`config.mk`:
```
export PLATFORM = sky130hd
export DESIGN_NAME = spi_master
export DESIGN_NICKNAME = d
export VERILOG_FILES = /design/src/rtl/spi_master.sv
export SDC_FILE = /design/constraint.sdc
export NUM_CORES = 1
export LEC_CHECK = 0
export BUFFER_PORTS_ARGS = -buffer_cell sky130_fd_sc_hd__buf_2
export CORE_ASPECT_RATIO = 0.5
export CORE_UTILIZATION = 55
export CTS_BUF_LIST = sky130_fd_sc_hd__clkbuf_16
export DETAILED_ROUTE_END_ITERATION = 12
export PLACE_DENSITY = 0.77
export SLEW_MARGIN = 20
export SYNTH_ARGS = -nofsm -noshare
export SYNTH_HDL_FRONTEND = slang
export SYNTH_SLANG_ARGS = --single-unit
export TNS_END_PERCENT = 10
```
`constraint.sdc`:
```
create_clock -name clk_in -period 2.85 [get_ports clk_in]
set_input_delay 0.4275 -clock clk_in [delete_from_list [all_inputs] [get_ports clk_in]]
set_output_delay 0.4275 -clock clk_in [all_outputs]
set_load 0.02 [all_outputs]
```
`src/rtl/spi_master.sv`:
```
// ---------------------------------------------------------------------------
// spi_master
//   Byte-oriented SPI master, mode 0 (CPOL=0, CPHA=0), MSB first.
//   A byte is taken over a valid/ready handshake and shifted out on spi_mosi
//   while the peripheral's reply is shifted in from spi_miso. Chip select
//   stays low between bytes until a byte marked tx_last has been sent.
//
// Parameters
//   CLK_DIV   spi_clk half-period in clk_in cycles (1..255)
//
// Ports
//   clk_in    system clock, all logic on its rising edge
//   rst       synchronous active-high reset
//   tx_valid  byte offered for transmission
//   tx_data   byte to send, MSB first
//   tx_last   release chip select after this byte
//   tx_ready  byte accepted on this cycle when tx_valid is also high
//   rx_valid  one-cycle pulse: rx_data holds a newly received byte
//   rx_data   last complete byte received on spi_miso
//   busy      transaction in progress (any state but IDLE)
//   spi_clk   SPI clock, idle low
//   spi_mosi  SPI data out, forced low while deselected
//   spi_miso  SPI data in, sampled on the spi_clk falling edge
//   spi_cs_n  SPI chip select, active low
// ---------------------------------------------------------------------------
module spi_master #(
   parameter int unsigned CLK_DIV = 2
) (
   input  logic       clk_in,
   input  logic       rst,
   input  logic       tx_valid,
   input  logic [7:0] tx_data,
   input  logic       tx_last,
   output logic       tx_ready,
   output logic       rx_valid,
   output logic [7:0] rx_data,
   output logic       busy,
   output logic       spi_clk,
   output logic       spi_mosi,
   input  logic       spi_miso,
   output logic       spi_cs_n
);

   localparam logic [7:0] DIV_M1 = 8'(CLK_DIV - 1);

   typedef enum logic [2:0] {
      IDLE,
      SETUP,
      HIGH,
      LOW,
      GAP,
      HOLD,
      DESEL
   } state_t;

   state_t     state_q, state_d;
   logic [7:0] cnt_q, cnt_d;        // phase length counter
   logic [2:0] bit_q, bit_d;        // HIGH phases completed in this byte
   logic [7:0] tx_sh_q, tx_sh_d;    // transmit shift register, bit 7 on the wire
   logic       last_q, last_d;
   logic [7:0] rx_sh_q, rx_sh_d;
   logic [7:0] rx_data_q, rx_data_d;
   logic       rx_valid_q, rx_valid_d;
   logic       sclk_q, sclk_d;
   logic       cs_n_q, cs_n_d;
   logic       mosi_q, mosi_d;

   logic       phase_done;

   assign phase_done = (cnt_q == 8'd0);

   always_ff @(posedge clk_in) begin
      if (rst) begin
         state_q    <= IDLE;
         cnt_q      <= 8'd0;
         bit_q      <= 3'd0;
         rx_data_q  <= 8'h00;
         rx_valid_q <= 1'b0;
         sclk_q     <= 1'b0;
         cs_n_q     <= 1'b1;
         mosi_q     <= 1'b0;
      end else begin
         state_q    <= state_d;
         cnt_q      <= cnt_d;
         bit_q      <= bit_d;
         rx_data_q  <= rx_data_d;
         rx_valid_q <= rx_valid_d;
         sclk_q     <= sclk_d;
         cs_n_q     <= cs_n_d;
         mosi_q     <= mosi_d;
      end
      // Shift registers carry no control meaning; a partial byte left here
      // by a reset is fully overwritten by the next byte.
      tx_sh_q <= tx_sh_d;
      last_q  <= last_d;
      rx_sh_q <= rx_sh_d;
   end

   always_comb begin
      state_d    = state_q;
      cnt_d      = cnt_q;
      bit_d      = bit_q;
      tx_sh_d    = tx_sh_q;
      last_d     = last_q;
      rx_sh_d    = rx_sh_q;
      rx_data_d  = rx_data_q;
      rx_valid_d = 1'b0;

      case (state_q)
         IDLE: begin
            if (tx_valid) begin
               tx_sh_d = tx_data;
               last_d  = tx_last;
               bit_d   = 3'd0;
               cnt_d   = DIV_M1;
               state_d = SETUP;
            end
         end
         SETUP: begin
            if (phase_done) begin
               cnt_d   = DIV_M1;
               state_d = HIGH;
            end else begin
               cnt_d = cnt_q - 8'd1;
            end
         end
         HIGH: begin
            if (phase_done) begin
               // This edge drives spi_clk low: sample miso here.
               rx_sh_d = {rx_sh_q[6:0], spi_miso};
               cnt_d   = DIV_M1;
               if (bit_q == 3'd7) begin
                  // Eighth HIGH ends the byte with no trailing LOW phase.
                  rx_data_d  = {rx_sh_q[6:0], spi_miso};
                  rx_valid_d = 1'b1;
                  bit_d      = 3'd0;
                  state_d    = last_q ? HOLD : GAP;
               end else begin
                  bit_d   = bit_q + 3'd1;
                  tx_sh_d = {tx_sh_q[6:0], 1'b0};
                  state_d = LOW;
               end
            end else begin
               cnt_d = cnt_q - 8'd1;
            end
         end
         LOW: begin
            if (phase_done) begin
               cnt_d   = DIV_M1;
               state_d = HIGH;
            end else begin
               cnt_d = cnt_q - 8'd1;
            end
         end
         GAP: begin
            // Chip select held low indefinitely; the next byte enters via LOW
            // so its first bit still gets a full half-period of setup.
            if (tx_valid) begin
               tx_sh_d = tx_data;
               last_d  = tx_last;
               bit_d   = 3'd0;
               cnt_d   = DIV_M1;
               state_d = LOW;
            end
         end
         HOLD: begin
            if (phase_done) begin
               cnt_d   = DIV_M1;
               state_d = DESEL;
            end else begin
               cnt_d = cnt_q - 8'd1;
            end
         end
         DESEL: begin
            if (phase_done) begin
               cnt_d   = 8'd0;
               state_d = IDLE;
            end else begin
               cnt_d = cnt_q - 8'd1;
            end
         end
         default: begin
            cnt_d   = 8'd0;
            state_d = IDLE;
         end
      endcase

      // Bus pins are registered from the next state so they change cleanly
      // together with the state register.
      sclk_d = (state_d == HIGH);
      cs_n_d = (state_d == IDLE) || (state_d == DESEL);
      mosi_d = 1'b0;
      if ((state_d == SETUP) || (state_d == HIGH) || (state_d == LOW)) begin
         mosi_d = tx_sh_d[7];
      end
   end

   assign tx_ready = (state_q == IDLE) || (state_q == GAP);
   assign busy     = (state_q != IDLE);
   assign rx_valid = rx_valid_q;
   assign rx_data  = rx_data_q;
   assign spi_clk  = sclk_q;
   assign spi_cs_n = cs_n_q;
   assign spi_mosi = mosi_q;

endmodule

```
=== Word level (Yosys, flattened, before mapping) ===
Index checks and enable logic that the tools add are counted.

* Add/sub/neg operators: 2
* Equality and inequality tests: 14
* Multiplexer cells: 22
* Bitwise logic cells: 3
* Reduce and logical (&&, ||, !) cells: 19

{| class="wikitable"
|+ Operator list
! operator !! count
|-
| $mux 8 || 6
|-
| $mux 3 || 10
|-
| $pmux 8 s3 || 1
|-
| $pmux 3 s6 || 1
|-
| $pmux 8 s2 || 1
|-
| $eq 3x3->1 const B || 5
|-
| $eq 3x2->1 const B || 4
|-
| $logic_not 8->1 || 1
|-
| $sub 8x1->8 const B || 1
|-
| $eq 3x1->1 const B || 2
|-
| $logic_not 3->1 || 2
|-
| $pmux 3 s2 || 1
|-
| $reduce_and 3->1 || 2
|-
| $reduce_or 2->1 || 3
|-
| $logic_or 1x1->1 || 4
|-
| $ne 2x2->1 const B || 2
|-
| $reduce_and 2->1 || 2
|-
| $reduce_and 4->1 || 1
|-
| $reduce_or 4->1 || 1
|-
| $add 3x1->3 const B || 1
|-
| $not 1->1 || 3
|-
| $reduce_bool 3->1 || 1
|-
| $reduce_or 3->1 || 1
|-
| $mux 1 || 2
|-
| 2 further kinds || 2
|}

* Flip-flop bits (word level): 42
* Bits of input ports: 13
* Output and inout port bits: 14
* Word-level logic and storage cells: 72

=== Depth between registers and ports, before layout ===
Gate-level depths: netlist of the first run.

* Word-level depth: 9
* Mapped depth: 9
* Depth with buffers taken out: 8

=== Worst setup path before layout of the first run ===
Ideal clock, no wire load.

* Kind: reg-to-reg
* Start point: register cnt_q[0]
* End point: register tx_sh_q[0], enable pin
* Library setup time: 0.381 ns
* Data arrival time: 2.104 ns
* Data required time: 2.469 ns
* Setup slack: 0.365 ns
* Stages on the path, launching flop included: 7
* Buffers on the path: 1
* Period minus slack after synthesis: 2.485 ns
* Cells stage by stage: dfxtp_1 inv_1 ha_1 or4b_4 buf_6 or3_4 o21ai_0

* Longest elaborated chain between the ends: 3

{| class="wikitable"
|+ RTL lines
! what !! line !! RTL
|-
| from (decl) || 57 || <nowiki>logic [7:0] cnt_q, cnt_d;</nowiki>
|-
| from (signal assigned) || 84 || <nowiki>cnt_q <= cnt_d;</nowiki>
|-
| $logic_not 8->1 || 70 || <nowiki>assign phase_done = (cnt_q == 8'd0);</nowiki>
|-
| $ne 2x2->1 (no source line) || - ||
|-
| $reduce_and 4->1 (no source line) || - ||
|-
| to (signal assigned) || 94 || <nowiki>tx_sh_q <= tx_sh_d;</nowiki>
|-
| to (decl) || 59 || <nowiki>logic [7:0] tx_sh_q, tx_sh_d;</nowiki>
|}

Every way passes these cells.
A chain may end at the register's enable or synchronous reset.

=== Worst setup path after layout of the first run ===
* Start point: register cnt_q[0]
* End point: register mosi_q (netlist: spi_mosi)

* Longest elaborated chain between the ends: 8
* Elaborated cells on any way between the ends: 15
* Those cells by class: eq/ne (3); mux (7); bitwise (1); reduce/logical (4)

{| class="wikitable"
|+ RTL lines
! what !! line !! RTL
|-
| $logic_not 8->1 * || 70 ||
|-
| $mux 3 (on tied branches) || - ||
|-
| $pmux 3 s6 || 109 || <nowiki>case (state_q)</nowiki>
|-
| $eq 3x1->1 or $eq 3x2->1 (tied branches) || 193 || <nowiki>if ((state_d == SETUP) || (state_d == HIGH) || (state_d == LOW)) begin</nowiki>
|-
| $logic_or 1x1->1 (2 in series) || 193 ||
|-
| $not 1->1 (no source line) || - ||
|-
| $reduce_or 2->1 (no source line) || - ||
|-
| to (signal assigned) || 90 || <nowiki>mosi_q <= mosi_d;</nowiki>
|-
| to (decl) || 66 || <nowiki>logic mosi_q, mosi_d;</nowiki>
|}

Mark *: on every way between the ends. The rest lies on a longest branch, timed or not. The select of a mux whose other input is x is not followed.

==> metrics.cfg, run 1 <==
[detailed_routing]
wl_per_cell_um = 14.46
postRouteAntennaNets = 0
wl_met1_um = 1770
first_pass_iters = 8
wl_met2_um = 1700
via_per_inst = 5.768
highest_layer = met4
drtIter0Drc = 102
finalWirelength_um = 3674
vias = 1465
met3WireLength_um = 159
route.detailed.drc = 6

[sta]
rsz0062_at_grt = false
finalHoldViolCount = 0
slew_headroom_pct = 57.47
holdWs_ns = 0.3302
drv_slew = 0
fin_worst_skew_ns = 0.007065
fin_crit_ns = 2.315
worst_pin_slew_ns = 0.6219
fin_crit_sh_pct = 81.24
setup_tns_ns = 0
setup_ws_ns = 0.5347
setup_viol = 0
fmax_ghz = 0.4319

[floorplan]
coreArea_mm2 = 0.003118
initial_core_util_pct = 59.95
pin_count = 27
row_count = 14
die_area_mm2 = 0.003650
die_h_um = 43.23
die_w_um = 84.45

[synth]
yosys.cell_types.count = 48
synth.net_count = 205
postSynthCellCount = 189
synthSimpleGateAreaFrac_pct = 22.96
synth-compound-area-share_pct = 16.33
synth_commonest_cells = dfxtp_1, nand2_1, nor2_1
yosys_warnings = 0
yosysTopAreaCellShare_pct = 28.92
synth_top_cell_by_area = dfxtp_1
synthAdderAreaFrac_pct = 2.008
synthMuxAreaShare_pct = 0.5355
synth_edf_count = 15
yosysSeqAreaShare_pct = 53.01
async_flop_share_pct = 0
synth_seq_cells = 42
synth_top_family_by_area = simple AND/OR/NAND/NOR gates
synthXorXnorAreaFrac_pct = 0.4685
yosysMostFrequentCell = dfxtp_1
syn_area_mm2 = 0.001869
synth_area_per_cell_um2 = 9.890
synth.area.top_cells = dfxtp_1, edfxtp_1, nand2_1
synth-main-ff-cell = dfxtp_1

[global_routing]
track_usage_pct = 23.00
antenna_found_initial = 0
gr-total-overflow = 0
grt_max_degree = 22
grt_pass1_wl_um = 6299
grt_pass1_vias = 1342

[worst_setup_path]
startpoint = cnt_q[0]$_SDFFE_PP0P_
critPathKind = register to register
reg2reg_from = cnt_q[0]$_SDFFE_PP0P_
cp-start-kind = register
arrival_ns = 2.49
rrSetupSlack_ns = 0.53
endpoint_kind = register
cp_max_fo = 10
crit_required_ns = 3.03

[layout]
register_area_um2 = 991.0
diodes = 0
area_delta_synth_final_pct = 15.06
num-nets-final = 229
drive_above_1_share_pct = 21.50
nFillCells = 239
multi_input_area_um2 = 790.8

[cts]
post_cts.repair.setup_buffers = 0
clock_sinks = 42
cts_htree_levels = 2
cts_buffers = 5
postCtsResizedCells = 0
insertion_delay_ns = 0.28
clockBufferDepth = 2
ctsHoldBuffers = 0
path_clk_slew_ns = 0.06
cts_tree = yes
cts_root_buffer = clkbuf_16

[hold_path]
hold_path.startpoint = tx_last
hold_class = primary input to register

[power_and_ir_drop]
p_per_area_mw_per_mm2 = 1082
leakagePower_nw = 0.8401
finalPower_w = 0.002327
peakVddDrop_uv = 593.4

[status]
status = finished, violations left
failed_checks = design-rule violations

[flow_run]
drv_cap = 0

[placement]
dp_hpwl_um = 2534
dp_slack_ns = 0.5548
portBuffers = 26
place_congestion = 0.8403

[routing by layer]
layer  vias to the layer above  GRT usage (%)
met1                       685          30.09
li1                        740              -
met5                         -              0
met3                         4          6.031
met2                        36          37.70
met4                         0          7.797
[final timing paths]
path	to	cells past startpoint
hold reg to reg	rx_data[5]$_SDFFE_PP0P_	2
hold / removal	last_q$_DFFE_PP_	1
setup reg to reg	spi_mosi$_SDFF_PP0_	7
setup / recovery	spi_mosi$_SDFF_PP0_	7
[registers in the layout (all words and copies together), names as in the netlist]
register	count
cnt_q	8
rx_data	8
tx_sh_q	8
rx_sh_q	7
bit_q	3
state_q	3
last_q	1
rx_valid	1
spi_clk	1
spi_cs_n	1
spi_mosi	1
[report_power, final]
group          total [W]  switching (W)  internal [W]
Combinational   0.000909       0.000563      0.000346
Sequential      0.000879       0.000101      0.000778
Clock           0.000539       0.000219      0.000320
Total            0.00233       0.000883       0.00144
[logic make-up after synthesis]
logic type,count (synthesis)
simple gates,80
compound gates,43
flops,42
buf+inv,19
fa+ha+maj,3
xor+xnor,1
mux,1
[layout make-up]
cell class,count,area share [%]
Timing Repair Buffer,29,7.097
Tap cell,40,2.327
Clock inverter,3,0.6981
Sequential cell,42,46.07
Clock buffer,5,5.817
Multi-Input combinational cell,128,36.77
Inverter,7,1.222
[worst max-delay path, stage by stage, from the launching register on]
cell	delay, ns
dfxtp_1	0.34
inv_1	0.07
ha_1	0.20
or4b_4	0.56
or2_1	0.36
a311oi_1	0.37
nand2_1	0.09
and4_1	0.21
[stage by stage]
stage               utilization [%]  instances  area [um^2]
floorplan                         -        189         1869
global placement              64.49        246         2011
detailed placement            64.49        246         2011
CTS                           68.98        254         2151
global route                  68.98        254         2151
finish                        68.98        254         2151
[cells in the final DEF (no fill, tap or decap), types with 4 or more instances in the layout]
cell and count:
dfxtp_1 27, buf_2 26, nand2_1 21, nor2_1 20
a21oi_1 15, edfxtp_1 15, nand3_1 13, inv_1 6
a22o_1 6, o21ai_0 6, clkbuf_16 5, a31oi_1 4
Note: power is estimated with default switching activity, not from simulation.
==> run 2: changes to the inputs <==
- ABC_AREA: unset -> 1
- clock period: 2.85 -> 2.3 ns (I/O delays scaled with it)
==> run 2 against run 1 <==
The run still ends with design-rule violations left; critical endpoint is now tx_sh_q[7]$_DFF_P_; first-iteration DRC count is 67% lower; die area is 0.98% lower; highest routed layer unchanged; hold slack worse by 0.095 ns; power is 34% higher; utilization is 1.2 points higher.
==> metrics.cfg, run 2 <==
[worst_setup_path]
arrival_ns = 1.96
critPathKind = register to register
crit_top_cell = nand2_2
rr_worst_depth = 11
reg2reg_from = cnt_q[0]$_SDFFE_PP0P_
startpoint = cnt_q[0]$_SDFFE_PP0P_
cp.buffers_inverters = 3
critPathTopFamily = simple AND/OR/NAND/NOR gates
slowest_stage = dfxtp_1
endpoint_kind = register
worst_path_largest_cell_delay_ns = 0.31
cp_cell_sequence = inv_1 > ha_1 > nand2_2 > nor2_8 > nand2_2 > inv_4 > nand2_4 > nand2_2 > nor2_1 > nor2_2 > inv_1
cp_max_fo = 11
crit_required_ns = 2.48
worst-path-stages = 11
cp-start-kind = register

[placement]
portBuffers = 26
place_congestion = 0.9517
dpl-instance-area_mm2 = 0.002026
dp_hpwl_um = 2499

[cts]
cts_root_buffer = clkbuf_16
path_clk_slew_ns = 0.06
ctsHoldBuffers = 0
post_cts.repair.setup_buffers = 0
clock_sinks = 42
cts_buffers = 5
postCtsResizedCells = 0
cts_tree = yes
clockBufferDepth = 2
cts_htree_levels = 2
insertion_delay_ns = 0.29

[detailed_routing]
finalWirelength_um = 3418
drtIter0Drc = 34
first_pass_iters = 10
vias = 1402
via_per_inst = 5.061
postRouteAntennaNets = 0
wl_per_cell_um = 12.34
route.detailed.drc = 1

[sta]
fmax_ghz = 0.5594
fin_worst_skew_ns = 0.004683
fin_crit_sh_pct = 77.72
fin_crit_ns = 1.788
finalHoldViolCount = 0
rsz0062_at_grt = false
drv_slew = 0
setup_tns_ns = 0
slew_headroom_pct = 77.95
setup_viol = 0
worst_pin_slew_ns = 0.3303

[layout]
final_common_cell = inv_1
diodes = 0
area_delta_synth_final_pct = 17.58
layout_common_cells = inv_1, nand2_1, dfxtp_1
finish.instance_area_mm2 = 0.002176
drive_above_1_share_pct = 24.05
nFillCells = 246
num-nets-final = 252

[synth]
synth-main-ff-cell = dfxtp_1
yosysTopAreaCellShare_pct = 29.21
synthSimpleGateAreaFrac_pct = 22.24
yosysSeqAreaShare_pct = 53.55
yosys.cell_types.count = 32
async_flop_share_pct = 0
synth_top_family_by_area = simple AND/OR/NAND/NOR gates
postSynthCellCount = 205
synthAdderAreaFrac_pct = 2.028
synth-compound-area-share_pct = 12.78
synth_area_per_cell_um2 = 9.027
syn_area_mm2 = 0.001851
synth.net_count = 221
yosysMostFrequentCell = inv_1
synth_edf_count = 15
synth_top_cell_by_area = dfxtp_1
synthXorXnorAreaFrac_pct = 1.893
synth_commonest_cells = inv_1, dfxtp_1, nand2_1
synth.area.top_cells = dfxtp_1, edfxtp_1, inv_1
synth_seq_cells = 42
yosys_warnings = 0
synthMuxAreaShare_pct = 0

[floorplan]
die_area_mm2 = 0.003615
row_count = 14
coreArea_mm2 = 0.003100
pin_count = 27
initial_core_util_pct = 59.69
die_w_um = 84.03
die_h_um = 43.02

[power_and_ir_drop]
leakagePower_nw = 0.9667
p_per_area_mw_per_mm2 = 1431
peakVddDrop_uv = 661.7

[hold_path]
hold_depth = 1
hold_path.startpoint = tx_last
hold_class = primary input to register

[global_routing]
grt_pass1_wl_um = 5678
grt_pass1_vias = 1280
antenna_found_initial = 0
grt_max_degree = 19
track_usage_pct = 21.28
gr-total-overflow = 0

[status]
failed_checks = design-rule violations
status = finished, violations left

[flow_run]
drv_cap = 0

run 2: cell count changes in the layout (fill, tap and decap cells not counted), moves of 4 or more:
cell and change:
inv_1 +22, nor2_2 +4, nand2_2 +4, nand2_1 +6, a31oi_1 -4, o21ai_0 +5
run 2: path summary, 6_finish.rpt:
check        slack [ns]                 endpoint
max                0.51       tx_sh_q[7]$_DFF_P_
min                0.24         last_q$_DFFE_PP_
max reg2reg        0.51       tx_sh_q[7]$_DFF_P_
min reg2reg        0.44  rx_data[0]$_SDFFE_PP0P_
run 2: metal layers:
layer | wire, um | part of all wire (%) | up-vias | track usage [%]
li1 | - | - | 743 | -
met1 | 1710 | 50 | 623 | 27.78
met2 | 1534 | 45 | 30 | 33.28
met3 | 132 | 3.9 | 6 | 7.588
met4 | 40 | 1.2 | 0 | 7.241
met5 | 0 | 0 | - | 0
run 2: cell type report:
class | instances | area, um^2 | area share [%]
tap | 40 | 50.05 | 2.300
sequential | 42 | 991.0 | 45.54
inverter | 33 | 126.4 | 5.808
clock inverter | 3 | 25.02 | 1.150
multi-input combinational | 127 | 720.7 | 33.12
clock buffer | 5 | 125.1 | 5.750
timing repair buffer | 27 | 137.6 | 6.325
run 2: report_power, final:
group	internal, W	leakage [nW]	switching (W)
clock network	0.000407	0.0704	0.000292
registers	0.000997	0.362	0.000132
logic	0.000443	0.534	0.000842
run 2: cell families (layout without fill, tap and decap cells):
kind of cell    count (synthesis)  count (layout)
compound gates                 40              40
xor+xnor                        4               4
flops                          42              42
buf+inv                        36              68
fa+ha+maj                       3               3
simple gates                   80              80
run 2: through the flow:
stage                     instances  hold WS (ns)  utilization [%]  setup slack (ns)  total power, W
after floorplan                 205        0.4208                -            0.7293        0.002152
after global placement          269        0.4288            65.33            0.6020        0.002393
after detailed placement        269        0.4340            65.33            0.5276        0.002409
after CTS                       277        0.2376            70.18            0.5079        0.003117
after global routing            277        0.2306            70.18            0.3706        0.003320
final                           277        0.2354            70.18            0.5125        0.003113
==> run 3: changes to the inputs <==
- ABC_AREA: 1 -> 0
- CORE_UTILIZATION: 55 -> 50
- PLACE_DENSITY: 0.77 -> 0.74
- clock period: 2.3 -> 1.6 ns (I/O delays scaled with it)
==> run 3 against run 2 <==
The run ends with negative setup slack left; combinational power is 110% higher; count of clock-buffer cells in the layout is 1 higher; first-iteration DRC count grew to 2.7 times the previous value; critical path depth is 5 lower; design area is 18% higher; cell count is 6.5% higher; utilization is 2.8 points higher; largest cell class unchanged.
==> metrics.cfg, run 3 (synthesized netlist as in run 1, its figures left out) <==
[status]
status = finished, violations left
failed_checks = negative setup slack

[sta]
fin_worst_skew_ns = 0.004612
worst_pin_slew_ns = 0.4549
setup_ws_ns = -0.4824
finalHoldViolCount = 0
drv_slew = 0
setup_tns_ns = -16.94
fin_crit_sh_pct = 130.1
fmax_ghz = 0.4802
fin_crit_ns = 2.082
rsz0062_at_grt = true
slew_headroom_pct = 69.53
setup_viol = 47

[placement]
portBuffers = 26
dp.cells = 285
dpl-instance-area_mm2 = 0.002267
dp_hpwl_um = 2735
place_congestion = 0.8638

[cts]
ctsHoldBuffers = 0
cts_htree_levels = 2
path_clk_slew_ns = 0.06
cts_tree = yes
insertion_delay_ns = 0.28
clock_sinks = 42
clockBufferDepth = 2
cts_root_buffer = clkbuf_16
cts_buffers = 5

[detailed_routing]
first_pass_iters = 4
route.detailed.drc = 0
postRouteAntennaNets = 0
finalWirelength_um = 4223
vias = 1614
wl_per_cell_um = 14.32
drtIter0Drc = 91
via_per_inst = 5.471

[power_and_ir_drop]
leakagePower_nw = 1.044
p_per_area_mw_per_mm2 = 2099
finalPower_w = 0.005377
peakVddDrop_uv = 859.1

[floorplan]
die_area_mm2 = 0.004002
initial_core_util_pct = 53.26
coreArea_mm2 = 0.003510
row_count = 15
pin_count = 27
die_h_um = 45.24
die_w_um = 88.47

[layout]
layout_common_cells = buf_4, dfxtp_1, buf_2
stdcell_count = 295
diodes = 0
num-nets-final = 259
register_area_um2 = 993.5
final_common_cell = buf_4
multi_input_area_um2 = 884.6
nFillCells = 242
drive_above_1_share_pct = 38.93
finish.instance_area_mm2 = 0.002561
area_delta_synth_final_pct = 37.01

[worst_setup_path]
cp_max_fo = 6
crit_required_ns = 1.82
cp-start-kind = register
arrival_ns = 2.30
endpoint_kind = register
critPathKind = register to register

[global_routing]
grt_pass1_vias = 1505
gr-total-overflow = 0
antenna_found_initial = 0
grt_pass1_wl_um = 6741
grt_max_degree = 22
track_usage_pct = 23.46

[flow_run]
drv_cap = 0

[hold_path]
hold_class = primary input to register

[run 3: cell types whose count changed in the layout (fill, tap and decap cells not counted), moves of 6 or more]
cell	delta
o21ai_0	-6
buf_4	+29
nand2_1	-7
inv_1	-26
[run 3: through the flow]
step           hold slack (ns)  setup WS [ns]  util, %
2_1_floorplan           0.3389        -0.4928        -
3_3_place_gp            0.4260        -0.4288    64.60
3_5_place_dp            0.4264        -0.4772    64.60
4_1_cts                 0.1321        -0.4789    72.01
5_1_grt                 0.1255        -0.5611    72.98
6_report                0.1313        -0.4824    72.98
[run 3: path summary, 6_finish.rpt]
| check | start | to | slack, ns | cells past startpoint |
|---|---|---|---|---|
| worst max-delay path | cnt_q[1]$_SDFFE_PP0P_ | bit_q[0]$_SDFFE_PP0P_ | -0.48 | 6 |
| worst min-delay path | tx_last | last_q$_DFFE_PP_ | 0.13 | 1 |
| worst min register to register | rx_sh_q[0]$_DFFE_PP_ | rx_sh_q[1]$_DFFE_PP_ | 0.45 | 0 |
| worst max register to register | cnt_q[1]$_SDFFE_PP0P_ | bit_q[0]$_SDFFE_PP0P_ | -0.48 | 6 |
[run 3: critical path, stage by stage, from the launching register on]
cell     delay [ns]
dfxtp_2        0.32
inv_2          0.07
ha_4           0.13
or4b_4         0.48
or3_4          0.46
or4_4          0.44
a21oi_2        0.12
[run 3: final cells by class]
class                      count  area share (%)
timing repair buffer          59           15.78
clock inverter                 2           1.514
sequential                    42           38.79
tap                           51           2.491
multi-input combinational    128           34.54
clock buffer                   6           5.862
inverter                       7           1.026
[run 3: metal layers]
layer  global-route usage, %  part of all wire (%)  vias to the layer above
met4                   13.87                   2.5                        0
met3                   6.764                   3.6                       13
li1                        -                     -                      797
met1                   28.84                    46                      765
met5                       0                     0                        -
met2                   37.69                    48                       39
[run 3: repair_timing]
action | 4_1_cts | 5_1_grt
setup endpoints to repair | 48 | 48
pin swaps | 20 | 10
buffers inserted | 1 | 1
resized for setup | 16 | 8
[run 3: where the power goes]
part           total, W  switching (W)  leakage (nW)  internal [W]
registers       0.00149      0.0000964         0.362       0.00139
clock network   0.00123       0.000401        0.0922      0.000833
logic           0.00266        0.00140         0.589       0.00126
